$ cat src/rtl/axi_crossbar_addr_arb_if.sv
`default_nettype none
// ============================================================================
// Module      : axi_crossbar_addr_arb_if
// Description : Bundle of the address-channel arbitration signals of one
//               crossbar master port. It carries the per-source request
//               side, the address valid/ready pair toward the master port,
//               the grant select outputs, the completion pulse and the
//               outstanding-transaction count.
//
//               Modports:
//                 master : the arbiter. It consumes requests, completions
//                          and aready. It drives grants, avalid, s_req_ready
//                          and the issue count.
//                 slave  : the surrounding environment, with all directions
//                          mirrored.
//
//               Signals:
//                 s_req_valid      [S_COUNT]    per-source request valid
//                 s_req_qos        [S_COUNT*4]  per-source aqos, n at [n*4+:4]
//                 s_req_ready      [S_COUNT]    per-source handshake acknowledge
//                 m_axi_avalid     [1]          address valid to master port
//                 m_axi_aready     [1]          master port ready
//                 m_grant          [S_COUNT]    one-hot granted source
//                 m_grant_encoded  [GW]         binary index of granted source
//                 m_cpl_valid      [1]          one transaction completed
//                 m_issue_count    [CW]         outstanding transaction count
// Revision    : 1.0 - initial release
// ============================================================================
interface axi_crossbar_addr_arb_if #(
  parameter int          S_COUNT = 4,
  parameter int unsigned M_ISSUE = 32'd4
);

  localparam int GW = (S_COUNT > 1) ? $clog2(S_COUNT) : 1;
  localparam int CW = $clog2(M_ISSUE + 1);

  logic [S_COUNT-1:0]   s_req_valid;
  logic [S_COUNT*4-1:0] s_req_qos;
  logic [S_COUNT-1:0]   s_req_ready;
  logic                 m_axi_avalid;
  logic                 m_axi_aready;
  logic [S_COUNT-1:0]   m_grant;
  logic [GW-1:0]        m_grant_encoded;
  logic                 m_cpl_valid;
  logic [CW-1:0]        m_issue_count;

  modport master (
    input  s_req_valid,
    input  s_req_qos,
    input  m_axi_aready,
    input  m_cpl_valid,
    output s_req_ready,
    output m_axi_avalid,
    output m_grant,
    output m_grant_encoded,
    output m_issue_count
  );

  modport slave (
    output s_req_valid,
    output s_req_qos,
    output m_axi_aready,
    output m_cpl_valid,
    input  s_req_ready,
    input  m_axi_avalid,
    input  m_grant,
    input  m_grant_encoded,
    input  m_issue_count
  );

endinterface
`default_nettype wire

$ cat src/rtl/axi_crossbar_addr_arb.sv
`default_nettype none
// ============================================================================
// Module      : axi_crossbar_addr_arb
// Description : Address-channel arbiter for one crossbar master port (AW or
//               AR). It picks one requesting source at a time. The choice is
//               by highest aqos (when QOS_ENABLE) with round-robin
//               tie-breaking. The grant is held until the address handshake
//               completes. The arbiter also keeps the number of outstanding
//               transactions at or below M_ISSUE.
//
//               Ports:
//                 clk     : clock
//                 rst     : synchronous, active-high reset
//                 arb_if  : axi_crossbar_addr_arb_if.master. It carries the
//                           requests, qos, s_req_ready, avalid/aready, the
//                           grant select, completions and the issue count.
// Revision    : 1.0 - initial release
// ============================================================================
module axi_crossbar_addr_arb #(
  parameter int          S_COUNT    = 4,
  parameter int unsigned M_ISSUE    = 32'd4,
  parameter bit          QOS_ENABLE = 1'b1
) (
  input  logic                    clk,
  input  logic                    rst,
  axi_crossbar_addr_arb_if.master arb_if
);

  localparam int GW = (S_COUNT > 1) ? $clog2(S_COUNT) : 1;
  localparam int CW = $clog2(M_ISSUE + 1);

  // After reset the last winner is the top index, so the round-robin scan
  // starts at source 0.
  localparam logic [GW-1:0] c_last_rst  = GW'(S_COUNT - 1);
  localparam logic [CW-1:0] c_issue_max = CW'(M_ISSUE);

  typedef enum logic [0:0] {
    ST_IDLE  = 1'b0,
    ST_GRANT = 1'b1
  } state_t;

  // --------------------------------------------------------------------------
  // Registers
  // --------------------------------------------------------------------------
  state_t             r_state;
  logic [S_COUNT-1:0] r_grant;
  logic [GW-1:0]      r_grant_enc;
  logic [GW-1:0]      r_last;
  logic [CW-1:0]      r_count;

  // --------------------------------------------------------------------------
  // Combinational signals
  // --------------------------------------------------------------------------
  state_t             w_state_nxt;
  logic [S_COUNT-1:0] w_grant_nxt;
  logic [GW-1:0]      w_enc_nxt;
  logic [GW-1:0]      w_last_nxt;
  logic [CW-1:0]      w_count_nxt;

  logic [3:0]         w_max_qos;
  logic [S_COUNT-1:0] w_cand;
  logic               w_found;
  logic [GW-1:0]      w_win_idx;
  logic [GW-1:0]      w_scan_idx;
  logic [S_COUNT-1:0] w_win_onehot;
  logic               w_limit;
  logic               w_hs;
  logic               w_cpl_eff;

  // --------------------------------------------------------------------------
  // Candidate set. With QOS enabled, only valid sources that share the
  // highest valid qos compete. Otherwise every valid source competes.
  // --------------------------------------------------------------------------
  always_comb begin
    w_max_qos = '0;
    w_cand    = '0;
    for (int n = 0; n < S_COUNT; n++) begin
      if (arb_if.s_req_valid[n] && (arb_if.s_req_qos[n*4 +: 4] > w_max_qos)) begin
        w_max_qos = arb_if.s_req_qos[n*4 +: 4];
      end
    end
    for (int n = 0; n < S_COUNT; n++) begin
      w_cand[n] = arb_if.s_req_valid[n] &&
                  (!QOS_ENABLE || (arb_if.s_req_qos[n*4 +: 4] == w_max_qos));
    end
  end

  // --------------------------------------------------------------------------
  // Round-robin pick. The scan starts one past the last winner and wraps at
  // S_COUNT. The first candidate found wins. w_found is set exactly when at
  // least one source is valid.
  // --------------------------------------------------------------------------
  always_comb begin
    w_found    = 1'b0;
    w_win_idx  = '0;
    w_scan_idx = '0;
    for (int k = 1; k <= S_COUNT; k++) begin
      w_scan_idx = GW'((int'(r_last) + k) % S_COUNT);
      if (!w_found && w_cand[w_scan_idx]) begin
        w_found   = 1'b1;
        w_win_idx = w_scan_idx;
      end
    end
  end

  assign w_win_onehot = S_COUNT'(1) << w_win_idx;

  // A completion in the same cycle frees a slot. Arbitration can therefore
  // proceed even while the count sits at the limit.
  assign w_limit = (r_count >= c_issue_max) && !arb_if.m_cpl_valid;

  assign w_hs      = (r_state == ST_GRANT) && arb_if.m_axi_aready;
  assign w_cpl_eff = arb_if.m_cpl_valid && (r_count != '0);

  // --------------------------------------------------------------------------
  // FSM next-state and grant registers
  // --------------------------------------------------------------------------
  always_comb begin
    w_state_nxt = r_state;
    w_grant_nxt = r_grant;
    w_enc_nxt   = r_grant_enc;
    w_last_nxt  = r_last;
    case (r_state)
      ST_IDLE: begin
        if (w_found && !w_limit) begin
          w_state_nxt = ST_GRANT;
          w_grant_nxt = w_win_onehot;
          w_enc_nxt   = w_win_idx;
        end
      end
      ST_GRANT: begin
        // Requests are not looked at here. The grant stays frozen until
        // the master accepts the address.
        if (arb_if.m_axi_aready) begin
          w_state_nxt = ST_IDLE;
          w_grant_nxt = '0;
          w_last_nxt  = r_grant_enc;
        end
      end
      default: begin
        w_state_nxt = ST_IDLE;
      end
    endcase
  end

  // --------------------------------------------------------------------------
  // Outstanding-transaction counter. A handshake and a completion in the
  // same cycle cancel out. A completion at zero is dropped.
  // --------------------------------------------------------------------------
  always_comb begin
    w_count_nxt = r_count;
    if (w_hs && !w_cpl_eff) begin
      w_count_nxt = r_count + 1'b1;
    end else if (!w_hs && w_cpl_eff) begin
      w_count_nxt = r_count - 1'b1;
    end
  end

  // --------------------------------------------------------------------------
  // State registers
  // --------------------------------------------------------------------------
  always_ff @(posedge clk) begin
    if (rst) begin
      r_state     <= ST_IDLE;
      r_grant     <= '0;
      r_grant_enc <= '0;
      r_last      <= c_last_rst;
      r_count     <= '0;
    end else begin
      r_state     <= w_state_nxt;
      r_grant     <= w_grant_nxt;
      r_grant_enc <= w_enc_nxt;
      r_last      <= w_last_nxt;
      r_count     <= w_count_nxt;
    end
  end

  // --------------------------------------------------------------------------
  // Outputs. s_req_ready is masked during reset. A grant that reset is
  // tearing down therefore never acknowledges its requester.
  // --------------------------------------------------------------------------
  assign arb_if.m_axi_avalid  = (r_state == ST_GRANT);
  assign arb_if.m_grant       = r_grant;
  assign arb_if.s_req_ready   = r_grant & {S_COUNT{arb_if.m_axi_aready & ~rst}};
  assign arb_if.m_issue_count = r_count;

  generate
    if (S_COUNT == 1) begin : g_enc_single
      assign arb_if.m_grant_encoded = '0;
    end else begin : g_enc_multi
      assign arb_if.m_grant_encoded = r_grant_enc;
    end
  endgenerate

endmodule
`default_nettype wire

$ cat src/flat_wrapper.sv
// flat-port wrapper written by rule: the top's interface ports become plain ports
module axi_crossbar_addr_arb_flat 
#(
  parameter int          S_COUNT    = 4,
  parameter int unsigned M_ISSUE    = 32'd4,
  parameter bit          QOS_ENABLE = 1'b1
)
  (clk, rst, arb_if_s_req_valid, arb_if_s_req_qos, arb_if_m_axi_aready, arb_if_m_cpl_valid, arb_if_s_req_ready, arb_if_m_axi_avalid, arb_if_m_grant, arb_if_m_grant_encoded, arb_if_m_issue_count);
  axi_crossbar_addr_arb_if #(.S_COUNT(S_COUNT), .M_ISSUE(M_ISSUE)) arb_if_i ();
  input  logic clk;
  input  logic rst;
  input wire logic [$bits(arb_if_i.s_req_valid)-1:0] arb_if_s_req_valid;
  input wire logic [$bits(arb_if_i.s_req_qos)-1:0] arb_if_s_req_qos;
  input wire logic [$bits(arb_if_i.m_axi_aready)-1:0] arb_if_m_axi_aready;
  input wire logic [$bits(arb_if_i.m_cpl_valid)-1:0] arb_if_m_cpl_valid;
  output wire logic [$bits(arb_if_i.s_req_ready)-1:0] arb_if_s_req_ready;
  output wire logic [$bits(arb_if_i.m_axi_avalid)-1:0] arb_if_m_axi_avalid;
  output wire logic [$bits(arb_if_i.m_grant)-1:0] arb_if_m_grant;
  output wire logic [$bits(arb_if_i.m_grant_encoded)-1:0] arb_if_m_grant_encoded;
  output wire logic [$bits(arb_if_i.m_issue_count)-1:0] arb_if_m_issue_count;
  assign arb_if_i.s_req_valid = arb_if_s_req_valid;
  assign arb_if_i.s_req_qos = arb_if_s_req_qos;
  assign arb_if_i.m_axi_aready = arb_if_m_axi_aready;
  assign arb_if_i.m_cpl_valid = arb_if_m_cpl_valid;
  assign arb_if_s_req_ready = arb_if_i.s_req_ready;
  assign arb_if_m_axi_avalid = arb_if_i.m_axi_avalid;
  assign arb_if_m_grant = arb_if_i.m_grant;
  assign arb_if_m_grant_encoded = arb_if_i.m_grant_encoded;
  assign arb_if_m_issue_count = arb_if_i.m_issue_count;
  axi_crossbar_addr_arb #(.S_COUNT(S_COUNT), .M_ISSUE(M_ISSUE), .QOS_ENABLE(QOS_ENABLE)) u_core (.clk(clk), .rst(rst), .arb_if(arb_if_i));
endmodule
$ cat config.mk
export PLATFORM = sky130hd
export DESIGN_NAME = axi_crossbar_addr_arb_flat
export DESIGN_NICKNAME = d
export VERILOG_FILES = /design/src/rtl/axi_crossbar_addr_arb_if.sv /design/src/rtl/axi_crossbar_addr_arb.sv /design/src/flat_wrapper.sv
export SDC_FILE = /design/constraint.sdc
export NUM_CORES = 1
export LEC_CHECK = 0
export ABC_AREA = 1
export CORE_MARGIN = 2
export CORE_UTILIZATION = 55
export CTS_BUF_LIST = sky130_fd_sc_hd__clkbuf_2 sky130_fd_sc_hd__clkbuf_4 sky130_fd_sc_hd__clkbuf_8
export DETAILED_ROUTE_END_ITERATION = 12
export GPL_ROUTABILITY_DRIVEN = 0
export MAX_ROUTING_LAYER = met4
export PLACE_DENSITY_LB_ADDON = 0.12
export SLEW_MARGIN = 20
export SYNTH_ARGS = -nofsm -noshare
export SYNTH_HDL_FRONTEND = slang
export SYNTH_SLANG_ARGS = --single-unit
$ cat constraint.sdc
create_clock -name clk -period 11.2 [get_ports clk]
set_input_delay 1.68 -clock clk [delete_from_list [all_inputs] [get_ports clk]]
set_output_delay 1.68 -clock clk [all_outputs]
set_load 0.02 [all_outputs]
# --- Yosys cells after proc, flatten, opt, wreduce, memory -nomap -nowiden ---
# Index checks and enable logic that the tools add are counted.
totals:
  register_bits: 12
  latchBits: 0
  ramBits: 0
  mem_bits_ro: 0
  in_bits: 24
  output_inout_bits: 14
  word_cells: 88
  n_memories: 0
op_classes:
  n_addsub: 6
  n_mul: 0
  div: 0
  order_cmp: 9
  n_eq_ne: 6
  shift: 1
  muxes: 28
  n_bitwise: 4
  n_reduce_logical: 29
op_table:
  columns: ["cell", "count"]
  rows:
  - ["$mux W4", 6]
  - ["$logic_and A1 B1 Y1", 17]
  - ["$eq A4 B4 Y1", 4]
  - ["$gt A4 B4 Y1", 3]
  - ["$lt A2 B3 Y1 const B", 4]
  - ["$mux W1", 10]
  - ["$bmux W1 S2", 4]
  - ["$mux W2", 4]
  - ["$pmux W4 S2", 1]
  - ["$logic_not A1 Y1", 7]
  - ["$mux W3", 2]
  - ["$reduce_and A2 Y1", 3]
  - ["$add A2 B1 Y2 const B", 2]
  - ["$add A2 B2 Y2 const B", 2]
  - ["$and A4 B4 Y4", 1]
  - ["$gt A4 B1 Y1 const B", 1]
  - ["$shl A1 B2 Y4 const A", 1]
  - ["$add A3 B1 Y3 const B", 1]
  - ["$ge A3 B3 Y1 const B", 1]
  - ["$reduce_bool A3 Y1", 1]
  - ["$sub A3 B1 Y3 const B", 1]
  - ["$ne A2 B1 Y1 const B", 1]
  - ["$ne A2 B2 Y1 const B", 1]
  - ["$not A1 Y1", 2]
  - ["other kinds (3)", 3]

# --- Longest topological paths before layout ---
# Gate-level depths: netlist of run 1.
logic_depth:
  depth_word: 29
  mapped_depth: 44
  depth_no_buf: 44

# --- Worst setup path before layout of run 1 ---
# Ideal clock, no wire load.
synth_timing:
  path_kind: "input port to flip-flop"
  startpoint: "in arb_if_s_req_qos[3]"
  endpoint: "reg u_core.r_grant_enc[0] (netlist: u_core.arb_if.m_grant_encoded[0])"
  setup_time_ns: 0.116
  arrival_time_ns: 5.566
  required_ns: 11.084
  setup_slack_ns: 5.518
  path_stages: 35
  n_path_buf: 1
  cell_sequence: "inv_1 > nand3_1 > nand3_1 > ha_1 > nand2_1 > nor2_2 > nor2_4 > nand3_1 > nand2_1 > inv_1 > ha_1 > nand2_1 > o21a_1 > nand2_4 > inv_4 > nand2_1 > nand2_1 > ha_1 > a21oi_1 > o21ai_1 > nand2_2 > buf_6 > nand3_2 > nand2_1 > xor2_1 > nand3_1 > nand2_1 > nand3_1 > nand2_1 > nor2_2 > nand2_2 > o21ai_4 > nor2_2 > a21oi_1 > nor2_1"
synth_between:
  elab_chain_cells: 28
  elab_cells_between_ends: 44
  classes_between: "order compare (4); eq/ne (4); mux (20); reduce/logical (16)"
synth_lines:
  columns: ["element", "line", "rtl"]
  rows:
  - ["start: declaration", "flat_wrapper.sv:13", "input wire logic [$bits(arb_if_i.s_req_qos)-1:0] arb_if_s_req_qos;"]
  - ["$gt A4 B1 Y1", "axi_crossbar_addr_arb.sv:78", "if (arb_if.s_req_valid[n] && (arb_if.s_req_qos[n*4 +: 4] > w_max_qos)) begin"]
  - ["$logic_and A1 B1 Y1", "axi_crossbar_addr_arb.sv:78", null]
  - ["$mux W4", "axi_crossbar_addr_arb.sv:78", null]
  - ["$gt A4 B4 Y1", "axi_crossbar_addr_arb.sv:78", null]
  - ["$logic_and A1 B1 Y1", "axi_crossbar_addr_arb.sv:78", null]
  - ["$mux W4", "axi_crossbar_addr_arb.sv:78", null]
  - ["$gt A4 B4 Y1", "axi_crossbar_addr_arb.sv:78", null]
  - ["$logic_and A1 B1 Y1", "axi_crossbar_addr_arb.sv:78", null]
  - ["(+12 left out)", null, null]
  - ["$logic_not A1 Y1", "axi_crossbar_addr_arb.sv:99", "if (!w_found && w_cand[w_scan_idx]) begin"]
  - ["$logic_and A1 B1 Y1", "axi_crossbar_addr_arb.sv:99", null]
  - ["$mux W1", "axi_crossbar_addr_arb.sv:99", null]
  - ["$logic_not A1 Y1", "axi_crossbar_addr_arb.sv:99", null]
  - ["$logic_and A1 B1 Y1", "axi_crossbar_addr_arb.sv:99", null]
  - ["$mux W1", "axi_crossbar_addr_arb.sv:99", null]
  - ["$logic_and A1 B1 Y1", "axi_crossbar_addr_arb.sv:125", "if (w_found && !w_limit) begin"]
  - ["$reduce_and A2 Y1 (no source line)", null, null]
  - ["end signal: assignment", "axi_crossbar_addr_arb.sv:172", "r_grant_enc <= w_enc_nxt;"]
  - ["end: declaration", "axi_crossbar_addr_arb.sv:47", "logic [GW-1:0] r_grant_enc;"]
# Several ways; a longest one is shown, not always the timed one. The select of a mux whose other input is x is not followed.
# A chain may end at the register's enable or synchronous reset.

# --- Worst setup path after layout of run 1 ---
layout_timing:
  startpoint: "in arb_if_s_req_qos[0]"
  endpoint: "reg u_core.r_grant[3] (netlist: u_core.arb_if.m_grant[3])"
layout_between:
  elab_chain_cells: 29
  elab_cells_between_ends: 48
  classes_between: "order compare (4); eq/ne (5); shift (1); mux (22); reduce/logical (16)"
layout_lines:
  columns: ["element", "line", "rtl"]
  rows:
  - ["$gt A4 B1 Y1", "axi_crossbar_addr_arb.sv:78", null]
  - ["$logic_and A1 B1 Y1", "axi_crossbar_addr_arb.sv:78", null]
  - ["$mux W4", "axi_crossbar_addr_arb.sv:78", null]
  - ["$gt A4 B4 Y1", "axi_crossbar_addr_arb.sv:78", null]
  - ["$logic_and A1 B1 Y1", "axi_crossbar_addr_arb.sv:78", null]
  - ["$mux W4", "axi_crossbar_addr_arb.sv:78", null]
  - ["$gt A4 B4 Y1", "axi_crossbar_addr_arb.sv:78", null]
  - ["$logic_and A1 B1 Y1", "axi_crossbar_addr_arb.sv:78", null]
  - ["(+13 left out)", null, null]
  - ["$logic_and A1 B1 Y1", "axi_crossbar_addr_arb.sv:99", null]
  - ["$mux W1", "axi_crossbar_addr_arb.sv:99", null]
  - ["$logic_not A1 Y1", "axi_crossbar_addr_arb.sv:99", null]
  - ["$logic_and A1 B1 Y1", "axi_crossbar_addr_arb.sv:99", null]
  - ["$mux W2 or $mux W1 (tied branches)", "axi_crossbar_addr_arb.sv:99", null]
  - ["$shl A1 B2 Y4 or $logic_and A1 B1 Y1 (tied branches)", "axi_crossbar_addr_arb.sv:106, axi_crossbar_addr_arb.sv:125", null]
  - ["$mux W4 or $ne A2 B1 Y1 (tied branches)", null, null]
  - ["$pmux W4 S2 or $reduce_and A2 Y1 (tied branches)", null, null]
  - ["end signal: assignment", "axi_crossbar_addr_arb.sv:171", "r_grant <= w_grant_nxt;"]
  - ["end: declaration", "axi_crossbar_addr_arb.sv:46", "logic [S_COUNT-1:0] r_grant;"]
# Several ways; a longest one is shown, not always the timed one. The select of a mux whose other input is x is not followed.

==> summary.md, run 1 <==
| Metric | Value |
|---|---|
| Max Clock Freq | `147.2 MHz` |
| FF+latch count, synth | `12` |
| # rows | `21` |
| Largest net degree at the start of global routing | `16` |
| CP Capture Type | `flop` |
| Top_reg_cell synth | `dfxtp_1` |
| Worst Hold Path EP | `u_core.arb_if.m_grant_encoded[1]` |
| I/O pins | `38` |
| Worst Reg-to-Reg Cells | `9` |
| Syn Std Cell Area | `0.001844 sq mm` |
| Clock power frac | `9.4%` |
| Net count after synthesis | `350` |
| Initial DRC Count | `216` |
| Max Slew Vio Count | `0` |
| First-pass GRT wire length | `7838 um` |
| Post-synth EDFFs | `0` |
| Min-delay src | `u_core.arb_if.m_grant_encoded[1]` |
| Lkg Pwr | `1.158 nW` |
| Worst Path Class, Setup | `in -> reg` |
| Final routed wire length divided by cell count | `12.40 um` |
| CTS Sinks | `12` |
| Post-synth top area cell | `nand2_1` |
| Initial antenna violation count | `0` |
| Syn_area_per_cell | `5.911 sq um` |
| CTS Hold Bufs | `0` |
| R2R Path End | `u_core.arb_if.m_grant[3]` |
| Top-area cell type share of the netlist area | `17.91%` |
| Reg2reg setup slack | `9.08 ns` |
| Vias in the first global route | `1,760` |
| Tot GR Track Use | `27.52%` |
| TritonCTS buffer count | `3` |
| Hold depth | `2` |
| Top cell by count, worst path | `nand2_1` |
| Reg area | `240.2 sq um` |
| Critical path's largest stage delay | `0.56 ns` |
| Skew-Pair Late Insertion Delay | `0.27 ns` |
| Maximum VDD drop | `0.1350 mV` |
| First drt pass iteration count | `6` |
| Outcome | `finished, final reports clean` |
| ANT cells | `0` |
| Commonest non-fill, non-tap cells in the layout | `nand2_1, nand3_1, inv_1, clkdlybuf4s50_1, nor2_1` |
| CP arrival | `6.99 ns` |
| Drt drc | `0` |
| Pint | `0.1763 mW` |
| Overflow after GRT | `0` |
| Post-route design area | `0.002285 sq mm` |
| Power density over the cells | `161.4 mW/mm^2` |
| Layout cells sized above 1 | `11.43%` |
| RSZ-0062 raised after global routing | `false` |
| Nets | `389` |
| Slowest CP cell | `clkdlybuf4s50_1` |
| Comb pwr share | `71.1%` |
| Max Root-Sink Buffers | `2` |
| Drt total wl | `4909 um` |
| Via-per-instance ratio | `5.402` |
| Area of the multi-input gates | `0.001409 sq mm` |
| Asr flop ratio synth | `0%` |
| Endpoints failing hold | `0` |
| Hold WC Path Type | `reg -> reg` |
| Post-DP HPWL | `3983 um` |
| # port buffers | `37` |
| Slew margin rel. | `73.54%` |
| CTS tree | `built` |
| Yosys Warn Count | `0` |
| Die extent in y | `61.91 um` |
| Setup Buffers After CTS | `0` |
| Filler Cell Count | `300` |
| Vias after detailed routing | `2,139` |
| Startpoint types | `primary input` |
| Mapped Cells | `312` |
| Die width | `61.91 um` |
| Final min period | `6.792 ns` |
| Slew @ Worst Pin | `0.3956 ns` |
| Post-route ant nets | `0` |
| MaxCap Viol Count | `0` |
| Die area | `0.003832 sq mm` |
| Worst-path clk slew | `0.08 ns` |
| Max FO, Critical Path | `15` |
| Root Driver | `clkbuf_4` |
| Placed Area | `0.002248 sq mm` |
| Fin Setup TNS | `0 ns` |
| WP data required | `11.40 ns` |
| Sequential Power Share | `19.6%` |
| Net Sw Frac | `52.19%` |
| CORE AREA | `0.003284 sq mm` |
| P_sw | `0.1924 mW` |
| Starting Density | `56.15%` |
| Post-CTS resize count | `0` |
| Final setup viols | `0` |
| Ranking of synthesized cells by area | `nand2_1, nand3_1, dfxtp_1` |
| Area growth syn-to-layout | `23.88%` |
| H-tree Lvls | `1` |
| Reg2Reg Launch Point | `u_core.r_last[0]` |
| Tcrit/Tclk final | `60.65%` |
| Yosys cell types | `31` |
| Commonest non-fill, non-tap cell in the layout | `nand2_1` |
| Post-synthesis sequential area ratio | `13.03%` |
| Clk_skew | `0.003037 ns` |
power groups by stage:
stage | sequential, mW | clock (mW) | combinational [mW]
after floorplan | 0.0838 | 0 | 0.176
after global routing | 0.0746 | 0.0382 | 0.291
after detailed placement | 0.0730 | 0 | 0.257
final | 0.0721 | 0.0346 | 0.262
after CTS | 0.0720 | 0.0356 | 0.259
after global placement | 0.0728 | 0 | 0.253
cells in the mapped netlist (2+ instances only):
| master | number |
|---|---|
| or2_1 | 3 |
| nand3b_1 | 2 |
| ha_1 | 13 |
| nand2_4 | 3 |
| nand2_2 | 10 |
| nand4_1 | 7 |
| a21oi_1 | 15 |
| o211ai_1 | 2 |
| nand3_1 | 55 |
| o21ai_0 | 3 |
| nand3_2 | 12 |
| xor2_1 | 3 |
| dfxtp_1 | 12 |
| nor2_2 | 6 |
| nand2_1 | 88 |
| nor2_1 | 17 |
| inv_1 | 42 |
| o21a_1 | 3 |
| o21ai_1 | 4 |
cells by family after synthesis:
group	synth area share (%)
and+or+nand+nor	54.88
buffers and inverters	10.58
AOI/OAI and AO/OA	10.18
adders and majority gates	9.905
DFF	13.03
xor gates and xnor gates	1.425
worst max-delay path by stage:
stage,from,endpoint,slack [ns],cells past startpoint
3_3_place_gp,arb_if_s_req_qos[2],u_core.arb_if.m_grant[1],4.31,38
5_1_grt,arb_if_s_req_qos[2],u_core.arb_if.m_grant[3],3.96,38
6_report,arb_if_s_req_qos[0],u_core.arb_if.m_grant[3],4.41,38
4_1_cts,arb_if_s_req_qos[2],u_core.arb_if.m_grant[3],4.53,38
2_1_floorplan,arb_if_s_req_qos[3],u_core.arb_if.m_grant_encoded[0],5.52,35
3_5_place_dp,arb_if_s_req_qos[2],u_core.arb_if.m_grant_encoded[0],4.25,36
layer usage:
metal / global-route usage [%] / vias to the layer above / share of wire (%)
met5: - / - / 0
met4: 4.863 / 0 / 0.75
met3: 2.484 / 4 / 7.0
met2: 42.11 / 88 / 44
met1: 39.83 / 943 / 48
li1: - / 1104 / -
through the flow:
stage | util [%] | setup WS, ns | instances | hold slack [ns] | total power [mW]
after global placement | 68.46 | 4.315 | 392 | 0.4757 | 0.3261
after global routing | 69.56 | 3.956 | 396 | 0.4991 | 0.4037
after floorplan | - | 5.518 | 312 | 0.5526 | 0.2599
after detailed placement | 68.46 | 4.248 | 392 | 0.4709 | 0.3298
final | 69.56 | 4.408 | 396 | 0.4850 | 0.3687
after CTS | 69.56 | 4.527 | 396 | 0.4846 | 0.3662
worst max-delay path, delay by kind of cell:
kind                     cells  cell delay [ns]
buffers and inverters        4             0.86
AND/OR/NAND/NOR             28             3.20
AO/OA/AOI/OAI                3             0.41
adder cells (fa/ha/maj)      3             0.83
state kept, by name, summed over array words and instances, names as in the netlist:
| signal | flops |
|---|---|
| u_core.arb_if.m_axi_avalid | 1 |
| u_core.arb_if.m_grant | 4 |
| u_core.arb_if.m_grant_encoded | 2 |
| u_core.arb_if.m_issue_count | 3 |
| u_core.r_last | 2 |
cell type report:
cell class              instances  area share (%)
well taps                      46           2.519
multi-input cells             252           61.66
clock buffers                   4           1.588
inverters                      45           7.503
repair buffers                 37           16.21
flip-flops and latches         12           10.51
(Power assumes the default switching activity.)
==> inputs of run 2 (changes only) <==
--- a/config.mk
+++ b/config.mk
@@ -7,7 +7,7 @@
 export LEC_CHECK = 0
 export ABC_AREA = 1
 export CORE_MARGIN = 2
-export CORE_UTILIZATION = 55
+export CORE_UTILIZATION = 54
 export CTS_BUF_LIST = sky130_fd_sc_hd__clkbuf_2 sky130_fd_sc_hd__clkbuf_4 sky130_fd_sc_hd__clkbuf_8
 export DETAILED_ROUTE_END_ITERATION = 12
 export GPL_ROUTABILITY_DRIVEN = 0
==> constraint.sdc (replaced) <==
create_clock -name clk -period 6.3 [get_ports clk]
set_input_delay 0.945 -clock clk [delete_from_list [all_inputs] [get_ports clk]]
set_output_delay 0.945 -clock clk [all_outputs]
set_load 0.02 [all_outputs]
==> summary.md, run 2 (synthesis gave the netlist of run 1 again) <==
| Metric | Value |
|---|---|
| Tcrit/Tclk final | `93.16%` |
| Drt drc | `0` |
| Outcome | `finished, final reports clean` |
| Final setup viols | `0` |
| Die width | `62.44 um` |
| Max FO, Critical Path | `10` |
| Initial DRC Count | `247` |
| Reg2Reg Launch Point | `u_core.r_last[0]` |
| Startpoint types | `primary input` |
| Clk_skew | `0.0006467 ns` |
| Worst Path Class, Setup | `in -> reg` |
| Top cell by count, worst path | `nand2_1` |
| Maximum VDD drop | `0.2352 mV` |
| Tot GR Track Use | `26.84%` |
| CP startpoint | `arb_if_s_req_qos[1]` |
| Max Slew Vio Count | `0` |
| Die area | `0.003899 sq mm` |
| CTS Hold Bufs | `0` |
| Slew @ Worst Pin | `0.4341 ns` |
| # port buffers | `37` |
| Die extent in y | `62.44 um` |
| P_sw | `0.3491 mW` |
| WP data required | `6.46 ns` |
| Hold WC Path Type | `reg -> reg` |
| Worst-path clk slew | `0.08 ns` |
| Skew-Pair Late Insertion Delay | `0.27 ns` |
| Max Root-Sink Buffers | `2` |
| CP Capture Type | `flop` |
| Nets | `394` |
| Largest net degree at the start of global routing | `11` |
| Power density over the cells | `290.2 mW/mm^2` |
| Starting Density | `55.71%` |
| CTS Sinks | `12` |
| Via-per-instance ratio | `5.506` |
| Critical path's largest stage delay | `0.56 ns` |
| I/O pins | `38` |
| Max Clock Freq | `170.4 MHz` |
| CORE AREA | `0.003311 sq mm` |
| Net Sw Frac | `51.60%` |
| Post-DP HPWL | `4064 um` |
| Clock power frac | `9.3%` |
| First drt pass iteration count | `5` |
| Pint | `0.3274 mW` |
| Commonest non-fill, non-tap cell in the layout | `nand2_1` |
| Drt total wl | `5002 um` |
| ANT cells | `0` |
| Fin Setup TNS | `0 ns` |
| Slew margin rel. | `70.96%` |
| CTS tree | `built` |
| Initial antenna violation count | `0` |
| Vias after detailed routing | `2,208` |
| Post-route ant nets | `0` |
| Lkg Pwr | `1.184 nW` |
| Root Driver | `clkbuf_4` |
| Endpoints failing hold | `0` |
| Max FFs per register | `4` |
| Final routed wire length divided by cell count | `12.47 um` |
| Area growth syn-to-layout | `26.39%` |
| Sequential Power Share | `18.9%` |
| CP arrival | `6.03 ns` |
| Comb pwr share | `71.8%` |
| TritonCTS buffer count | `3` |
| Vias in the first global route | `1,899` |
| Final min period | `5.869 ns` |
| RSZ-0062 raised after global routing | `false` |
| H-tree Lvls | `1` |
| Total Power | `0.6765 mW` |
| Layout cells sized above 1 | `13.24%` |
| Overflow after GRT | `0` |
| Min-delay src | `u_core.arb_if.m_grant_encoded[1]` |
| MaxCap Viol Count | `0` |
| Commonest non-fill, non-tap cells in the layout | `nand2_1, nand3_1, inv_1, clkdlybuf4s50_1, nor2_1` |
| # rows | `21` |
| Slowest CP cell | `clkdlybuf4s50_1` |
| First-pass GRT wire length | `8556 um` |
==> run 2: worst max-delay path, delay by kind of cell <==
kind                     cells  cell delay, ns
AO/OA/AOI/OAI                4            0.79
adder cells (fa/ha/maj)      3            0.89
buffers and inverters        4            0.79
AND/OR/NAND/NOR             26            2.62
==> run 2: timing repair <==
action                                  4_1_cts  5_1_grt
setup buffers                                 0        3
endpoints found under the setup margin        0        6
gates resized for setup                       0        2
==> run 2: power by group through the flow <==
stage	Combinational [mW]	Sequential (mW)	Clock, mW
detailed placement	0.460	0.129	0
floorplan	0.313	0.149	0
CTS	0.463	0.128	0.0649
finish	0.486	0.128	0.0627
global placement	0.454	0.129	0
global route	0.539	0.134	0.0699
==> run 2: cell type report <==
type,instances,area (sq um)
multi-input cells,252,1418
clock buffers,4,36.28
fillers,323,979.7
inverters,45,171.4
flip-flops and latches,12,240.2
well taps,46,57.56
repair buffers,42,407.9
==> run 2: worst paths after layout <==
check                           depth (start not counted)  slack [ns]                                to
worst min register to register                          2        0.49  u_core.arb_if.m_grant_encoded[1]
worst max-delay path                                   37        0.43  u_core.arb_if.m_grant_encoded[0]
worst min-delay path                                    2        0.49  u_core.arb_if.m_grant_encoded[1]
worst max register to register                         10        4.13  u_core.arb_if.m_grant_encoded[0]
==> run 2: per-stage QoR <==
stage / instance area, sq um / setup WS [ns] / hold WS (ns) / instances / utilization, %
final: 2331 / 0.4311 / 0.4924 / 401 / 70.41
after CTS: 2300 / 0.4044 / 0.4933 / 398 / 69.46
after global placement: 2263 / 0.2204 / 0.4832 / 394 / 68.37
after floorplan: 1844 / 1.353 / 0.5526 / 312 / -
after global routing: 2331 / 0.01347 / 0.5183 / 401 / 70.41
after detailed placement: 2263 / 0.1213 / 0.4777 / 394 / 68.37
==> run 2: metal layers <==
| layer | GRT usage (%) | vias to the layer above | wire, um | part of all wire [%] |
|---|---|---|---|---|
| li1 | - | 1115 | - | - |
| met3 | 3.063 | 18 | 443 | 8.9 |
| met4 | 6.111 | 0 | 106 | 2.1 |
| met2 | 39.38 | 115 | 2106 | 42 |
| met5 | - | - | 0 | 0 |
| met1 | 39.46 | 960 | 2345 | 47 |
